`config.mk`:
```
export PLATFORM = sky130hd
export DESIGN_NAME = lane_striping_scrambler
export DESIGN_NICKNAME = d
export VERILOG_FILES = /design/src/rtl/lane_striping_scrambler.sv
export SDC_FILE = /design/constraint.sdc
export NUM_CORES = 1
export LEC_CHECK = 0
export ABC_AREA = 1
export CAP_MARGIN = 15
export CORE_ASPECT_RATIO = 1.4
export CORE_MARGIN = 2
export CORE_UTILIZATION = 50
export DETAILED_ROUTE_END_ITERATION = 10
export GPL_ROUTABILITY_DRIVEN = 1
export PLACE_DENSITY = 0.69
export SETUP_SLACK_MARGIN = 0.4
export SYNTH_ARGS = -nofsm -noshare
export SYNTH_HDL_FRONTEND = slang
export SYNTH_SLANG_ARGS = --single-unit
```
`constraint.sdc`:
```
create_clock -name clk_i -period 8.9 [get_ports clk_i]
set_input_delay 1.78 -clock clk_i [delete_from_list [all_inputs] [get_ports clk_i]]
set_output_delay 1.78 -clock clk_i [all_outputs]
set_load 0.02 [all_outputs]
```
`src/rtl/lane_striping_scrambler.sv`:
```
// lane_striping_scrambler: stripes one symbol stream across active lanes with per-lane PCIe Gen1/2 scrambling.
// Optional macro LANE_REVERSAL_EN adds lane_reverse_i, mapping logical lane k onto physical lane N-1-k.
module lane_striping_scrambler #(
    parameter int          NUM_LANES  = 4,
    parameter logic [15:0] LFSR_SEED  = 16'hFFFF,
    parameter logic [7:0]  PAD_SYMBOL = 8'hF7
) (
    input  logic                   clk_i,
    input  logic                   rst_i,
    input  logic [NUM_LANES-1:0]   lane_enable_i,
`ifdef LANE_REVERSAL_EN
    input  logic                   lane_reverse_i,
`endif
    input  logic                   bypass_scrambler_i,
    input  logic [7:0]             data_i,
    input  logic                   is_k_i,
    input  logic                   is_ordered_set_i,
    input  logic                   last_i,
    input  logic                   valid_i,
    output logic                   ready_o,
    output logic [NUM_LANES*8-1:0] lane_data_o,
    output logic [NUM_LANES-1:0]   lane_is_k_o,
    output logic                   lane_valid_o,
    input  logic                   lane_ready_i
);
    localparam int IW = NUM_LANES > 1 ? $clog2(NUM_LANES) : 1;
    localparam int NW = $clog2(NUM_LANES + 1);
    typedef enum logic {FILL, HOLD} state_t;
    state_t state;
    logic [IW-1:0] idx, sel;
    logic [NW-1:0] n_q, n_cur, n_eff;
    logic rev_q, rev_cur, rev_eff, run, act, sk, com, skp;
    logic [7:0] sd;
    logic [7:0] acc_d [NUM_LANES], grp_d [NUM_LANES], src_d [NUM_LANES];
    logic acc_k [NUM_LANES], grp_k [NUM_LANES], src_k [NUM_LANES];
    logic [15:0] lfsr [NUM_LANES], lfsr_n [NUM_LANES];
    logic [NUM_LANES*8-1:0] scr_d;
    logic [NUM_LANES-1:0] scr_k;
    logic fill, idx_z, os_pad, take, done, out_free, move;

    function automatic logic [15:0] adv8(input logic [15:0] s);
        adv8 = s;
        for (int b = 0; b < 8; b++) adv8 = {adv8[14:0], 1'b0} ^ (adv8[15] ? 16'h0039 : 16'h0000);
    endfunction

    // Scrambler key: the next eight bits shifted out of bit 15, first bit in bit 0
    function automatic logic [7:0] lfsr_key(input logic [15:0] s);
        for (int b = 0; b < 8; b++) lfsr_key[b] = s[15-b];
    endfunction

`ifdef LANE_REVERSAL_EN
    assign rev_cur = lane_reverse_i;
`else
    assign rev_cur = 1'b0;
`endif

    always_comb begin
        n_cur = '0;
        run = 1'b1;
        for (int i = 0; i < NUM_LANES; i++) begin
            run = run & lane_enable_i[i];
            n_cur = n_cur + NW'(run);
        end
    end

    // Lane configuration is live only while the accumulator is empty
    assign fill     = state == FILL;
    assign idx_z    = idx == '0;
    assign n_eff    = fill && idx_z ? n_cur : n_q;
    assign rev_eff  = fill && idx_z ? rev_cur : rev_q;
    assign os_pad   = fill && valid_i && is_ordered_set_i && !idx_z;
    assign ready_o  = !rst_i && fill && n_eff != '0 && !os_pad;
    assign take     = valid_i && ready_o;
    assign done     = os_pad || (take && (is_ordered_set_i || last_i || NW'(idx) == n_eff - NW'(1)));
    assign out_free = !lane_valid_o || lane_ready_i;
    assign move     = fill ? done && out_free : lane_ready_i;

    always_comb begin
        for (int j = 0; j < NUM_LANES; j++) begin
            grp_d[j] = acc_d[j];
            grp_k[j] = acc_k[j];
            if (take && is_ordered_set_i) begin
                grp_d[j] = data_i;
                grp_k[j] = is_k_i;
            end else if (take && IW'(j) == idx) begin
                grp_d[j] = data_i;
                grp_k[j] = is_k_i;
            end else if (IW'(j) > idx || (os_pad && IW'(j) == idx)) begin
                grp_d[j] = PAD_SYMBOL;
                grp_k[j] = 1'b1;
            end
            src_d[j] = fill ? grp_d[j] : acc_d[j];
            src_k[j] = fill ? grp_k[j] : acc_k[j];
        end
    end

    always_comb begin
        scr_d = '0;
        scr_k = '0;
        act = 1'b0;
        sel = '0;
        sd = '0;
        sk = 1'b0;
        com = 1'b0;
        skp = 1'b0;
        for (int i = 0; i < NUM_LANES; i++) begin
            act = NW'(i) < n_eff;
            sel = rev_eff && act ? IW'(n_eff - NW'(1) - NW'(i)) : IW'(i);
            sd = src_d[sel];
            sk = src_k[sel];
            com = sk && sd == 8'hBC;
            skp = sk && sd == 8'h1C;
            scr_d[8*i +: 8] = !act ? 8'h00 : (sk || bypass_scrambler_i) ? sd : sd ^ lfsr_key(lfsr[i]);
            scr_k[i] = act && sk;
            lfsr_n[i] = (!act || skp) ? lfsr[i] : com ? LFSR_SEED : adv8(lfsr[i]);
        end
    end

    always_ff @(posedge clk_i) begin
        if (rst_i) begin
            state <= FILL;
            idx <= '0;
            n_q <= '0;
            rev_q <= 1'b0;
            lane_valid_o <= 1'b0;
            lane_data_o <= '0;
            lane_is_k_o <= '0;
            for (int i = 0; i < NUM_LANES; i++) lfsr[i] <= LFSR_SEED;
        end else begin
            if (take && idx_z) begin
                n_q <= n_cur;
                rev_q <= rev_cur;
            end
            if (lane_ready_i) lane_valid_o <= 1'b0;
            if (move) begin
                lane_valid_o <= 1'b1;
                lane_data_o <= scr_d;
                lane_is_k_o <= scr_k;
                lfsr <= lfsr_n;
            end
            if (!fill) begin
                if (lane_ready_i) state <= FILL;
            end else if (done) begin
                idx <= '0;
                if (!out_free) begin
                    state <= HOLD;
                    acc_d <= grp_d;
                    acc_k <= grp_k;
                end
            end else if (take) begin
                acc_d[idx] <= data_i;
                acc_k[idx] <= is_k_i;
                idx <= idx + IW'(1);
            end
        end
    end
endmodule
```
Word-level counts from Yosys, hierarchy flattened:

Index checks and enable logic that the tools add are counted.
Widths: inputs -> output; s select.

* register bits after elaboration: 143
* latch bits: 0
* memory bits (writable): 0
* ROM bits: 0
* bits of input ports: 20
* output and inout port bits: 38
* logic and storage cells: 256
* memories: 0

* add/subtract/negate cells: 5
* multipliers: 0
* divide/modulo/power cells: 0
* order comparisons: 10
* equal/unequal tests: 13
* shift operators: 0
* muxes and demuxes: 98
* bitwise operators: 46
* reduce and logical (&&, ||, !) cells: 66

Operator list (count)
* $xor 16x6->16: 32
* $mux 8: 25
* $mux 6: 32
* $mux 32: 3
* $mux 16: 4
* $bwmux 32: 1
* $eq 8x5->1 const B: 4
* $eq 8x8->1 const B: 4
* $logic_and 1x1->1: 32
* $xor 8x8->8: 4
* $mux 1: 24
* $demux 8 s2: 1
* $logic_or 1x1->1: 16
* $mux 4: 3
* $reduce_and 2->1: 5
* $logic_not 1->1: 8
* $lt 1x3->1 const A: 2
* $lt 2x3->1 const A: 2
* $not 1->1: 6
* $bwmux 4: 1
* $eq 2x2->1 const A: 2
* $gt 1x2->1 const A: 2
* $gt 2x2->1 const A: 2
* $mux 2: 2
* 18 further kinds: 21

Logic depth before layout (Yosys ltp):

* word-level depth: 18
* mapped depth: 23
* mapped depth without buffers: 22

Worst setup path after synthesis:

No wires, ideal clock.

* path type: input port to output port
* start: input port lane_enable_i[0]
* end: output port ready_o
* data arrival time: 4.276 ns
* data required time: 7.120 ns
* setup slack: 2.844 ns
* stages on the path: 9
* path buffers: 0
* cells stage by stage: nand2_1 > nor3b_1 > fa_1 > ha_1 > ha_1 > o21ai_0 > ha_1 > ha_1 > nor4_1

* word-level cells in the longest chain between the ends: 8
* elaborated cells on any way between the ends: 10
* classes of those cells: add/sub: 3; mux: 1; bitwise: 3; reduce/logical: 3

Ends and longest elaborated chain
* start: declaration: line 10 `input logic [NUM_LANES-1:0] lane_enable_i,`
* $and 1x1->1: line 61 `run = run & lane_enable_i[i];`
* $add 1x1->2 / $and 1x1->1 (equally long branches): line 62, 61
* $add 2x1->3 / $and 1x1->1 (equally long branches): line 62, 61
* $add 3x1->3 *: line 62 `n_cur = n_cur + NW'(run);`
* named net n_cur[1]: line 31 `logic [NW-1:0] n_q, n_cur, n_eff;`
* $mux 3 *: line 69 `assign n_eff = fill && idx_z ? n_cur : n_q;`
* $reduce_bool 3->1 *: line 72 `assign ready_o = !rst_i && fill && n_eff != '0 && !os_pad;`
* $logic_and 1x1->1 * (2 in series): line 72
* end: declaration: line 20 `output logic ready_o,`

Mark *: on every way through the listed nets, which the timed path passes. The rest lies on a longest branch.

Final worst setup path:

Same ends and word-level chain as after synthesis.

==> summary.md <==
| Metric | Value |
|---|---|
| Mapped Cells | 1264 |
| Synth Cell Area | 0.00864 mm² |
| F_max | 0.145 GHz |
| Gpl congestion | 0.876 |
| Syn Nets | 1294 |
| Tot GR Track Use | 24.4% |
| Crit start category | input pin |
| Post-synth EDFFs | 36 |
| Finished Layout Cells | 1484 |
| Post-layout min period | 6.88 ns |
| Max Slew Vio Count | 0 |
| Fin worst setup slack | 2.02 ns |
| Die Y | 160 µm |
| Setup crit end kind | primary output |
| Worst hold slack | 0.453 ns |
| Antenna Cells | 0 |
| CP max stage cell | clkdlybuf4s50_1 |
| Fraction of layout cells with a size suffix above 1 | 6.64% |
| FF+latch count, synth | 143 |
| Hold WC Path Type | flop to flop |
| WL final | 22000 µm |
| Clock latency on the worst-skew pair | 0.42 ns |
| Die area | 0.0184 mm² |
| Post-CTS Setup Bufs | 0 |
| Reg2Reg Capture Point | acc_d[29] |
| Post-DR wirelength/cell | 14.8 µm |
| WP data arrival | 5.10 ns |
| Reg clk slew, reported paths | 0.06 ns |
| Syn-to-layout area delta | 12.4% |
| CP delay by family, top | buffers and inverters |
| Vias in the first global route | 7210 |
| Register-to-Register Path Depth | 15 |
| Worst hold start | n_q[2] |
| Core ar. | 0.0168 mm² |
| Global route overflow | 0 |
| Critical path origin | lane_enable_i[0] |
| DR vias/cell | 5.33 |
| Initial antenna violation count | 0 |
| I/O Buffers | 57 |
| Status | completed |
| R2R Setup Slk | 4.30 ns |
| WHS Path Cells | 2 |
| Required @ worst endpoint | 7.12 ns |
| Drt pass-1 iters | 6 |
| CTS H-tree depth | 4 |
| Most frequent cells in the layout | nand2_1 (465), nand3_1 (164), dfxtp_1 (107), inv_1 (84), xnor2_1 (73) |
| Yosys cell types | 37 |
| Async S/R FF share, synth | 0% |
| Seq/Total Area, Yosys | 37.3% |
| Total clock sinks | 143 |
| Crit path cell chain | clkdlybuf4s50_1, nand2_1, nor3b_1, fa_1, ha_1, inv_1, o21ai_1, inv_2, ha_1, ha_1, nor4_1, clkdlybuf4s50_1 |
| Critical path's most frequent cell | ha_1 |
| Top_reg_cell synth | dfxtp_1 |
| Routed vias | 7915 |
| DRT antenna net count | 0 |
| Final hold vios | 0 |
| Post-CTS Resized | 0 |
| CTS max path bufs | 2 |
| Yosys warnings | 0 |
| Max_slew headroom | 38.8% |
| Cts hold-fix bufs | 0 |
| CP Class | input pin to primary output |
| Max_cap viols | 0 |
| CTS root buffer | clkbuf_16 |
| FF-to-FF Start | state |
| Largest net degree at the start of global routing | 70 |
| Max incr delay on CP | 0.65 ns |
| WP buf/inv | 4 |
| Setup WS pre-CTS | 1.99 ns |
| Filler cells | 1657 |
| Mapped Avg Cell Area | 6.84 µm² |
| Worst Hold Path EP | n_q[2] |
| Post-Route Setup TNS | 0 ns |
| Period utilisation layout | 77.3% |
| DR iter-0 viols | 672 |
| Worst-Margin Slew | 0.918 ns |
| Cell leakage power | 4.37 nW |
| Worst-path maximum fanout | 4 |
| Clk_skew | 0.00685 ns |
| Nets | 1298 |
| Final setup vio count | 0 |
| Dpl hpwl | 15100 µm |
| RSZ-0062 raised after global routing | false |
| Dpl cells | 1452 |
| Ports | 58 |
| Initial Util | 51.4% |
| Commonest non-fill, non-tap cell in the layout | nand2_1 |
| Total CTS buffers | 17 |
| DRC violation count after routing | 0 |
| PD cells | 176 mW/mm² |
| First-pass GRT wire length | 36100 µm |
| Final Power | 1.71 mW |
| Die X | 115 µm |
| IR drop worst, VDD | 0.000127 V |
| Row cnt | 56 |
| CTS tree | built |
## cell type report
cell class / instances / area [µm²] / share of cell area [%]
multi-input cells: 950 / 4740 / 48.8
inverters: 94 / 353 / 3.63
clock inverters: 6 / 30.0 / 0.309
clock buffers: 26 / 510 / 5.26
repair buffers: 62 / 603 / 6.21
well taps: 203 / 254 / 2.61
flip-flops and latches: 143 / 3220 / 33.2
## cells in the mapped netlist, types with 2 or more instances
| cell | n | share of area, % |
|---|---|---|
| ha_1 | 9 | 1.3 |
| buf_2 | 16 | 0.93 |
| a21oi_2 | 3 | 0.30 |
| dfxtp_1 | 107 | 25 |
| nand2_1 | 465 | 20 |
| xnor2_1 | 73 | 7.4 |
| xor2_1 | 19 | 1.9 |
| edfxtp_1 | 36 | 13 |
| o31ai_1 | 13 | 1.1 |
| o21ai_1 | 6 | 0.35 |
| nand2_2 | 7 | 0.51 |
| nor2_4 | 4 | 0.52 |
| or2_2 | 13 | 0.94 |
| inv_1 | 84 | 3.6 |
| inv_2 | 10 | 0.43 |
| nand3_2 | 5 | 0.58 |
| nand4_1 | 16 | 1.2 |
| o21ai_0 | 38 | 2.2 |
| buf_4 | 3 | 0.26 |
| clkbuf_1 | 55 | 2.4 |
| nand3_1 | 164 | 9.5 |
| nor2_2 | 4 | 0.29 |
| buf_1 | 2 | 0.087 |
| nor2_1 | 52 | 2.3 |
| a21oi_1 | 48 | 2.8 |
## worst reg2reg max path, delay by kind of cell (launching register included)
| family | cells | cell delay [ns] |
|---|---|---|
| buffers and inverters | 6 | 1.58 |
| and+or+nand+nor | 5 | 0.90 |
| DFF | 1 | 0.29 |
| adders and majority gates | 2 | 0.41 |
| AOI/OAI and AO/OA | 2 | 1.06 |
## registers in the layout, indices dropped and copies added, names as in the netlist, 2 cells and up
signal       flops
acc_k            4
lfsr            64
lane_data_o     32
acc_d           32
idx              2
n_q              3
lane_is_k_o      4
## where the power goes
part	leakage, nW	switching [mW]	total, mW	internal [mW]
clock network	0.273	0.269	0.661	0.393
logic	2.90	0.191	0.317	0.126
registers	1.20	0.0328	0.734	0.701
## worst max-delay path by stage
stage | end | slack [ns] | cells past startpoint
final | ready_o | 2.02 | 12
after global routing | ready_o | 1.70 | 12
after CTS | ready_o | 1.98 | 12
after detailed placement | ready_o | 1.99 | 11
after global placement | ready_o | 2.00 | 11
after floorplan | ready_o | 2.84 | 9
## per-stage QoR
stage          area [µm²]  utilization, %
2_1_floorplan        8640               -
3_3_place_gp         9170            54.5
3_5_place_dp         9170            54.5
4_1_cts              9710            57.8
5_1_grt              9710            57.8
6_report             9710            57.8
## per-layer routing
metal  share of wire (%)  routed length, µm  vias up  global-route usage [%]
li1                    -                  -     4055                       -
met1                  43               9530     3582                    31.5
met2                  49              10700      228                    40.5
met3                 5.1               1110       50                    3.88
met4                 2.8                614        0                    9.64
met5                   0                  0        -                       0
## kinds of logic after synthesis
logic type | count (synthesis) | synth area share [%]
and+or+nand+nor | 737 | 36.8
buffers and inverters | 171 | 7.88
DFF | 143 | 37.3
AOI/OAI and AO/OA | 111 | 7.15
xor gates and xnor gates | 92 | 9.33
adders and majority gates | 10 | 1.53
(Power assumes the default switching activity.)
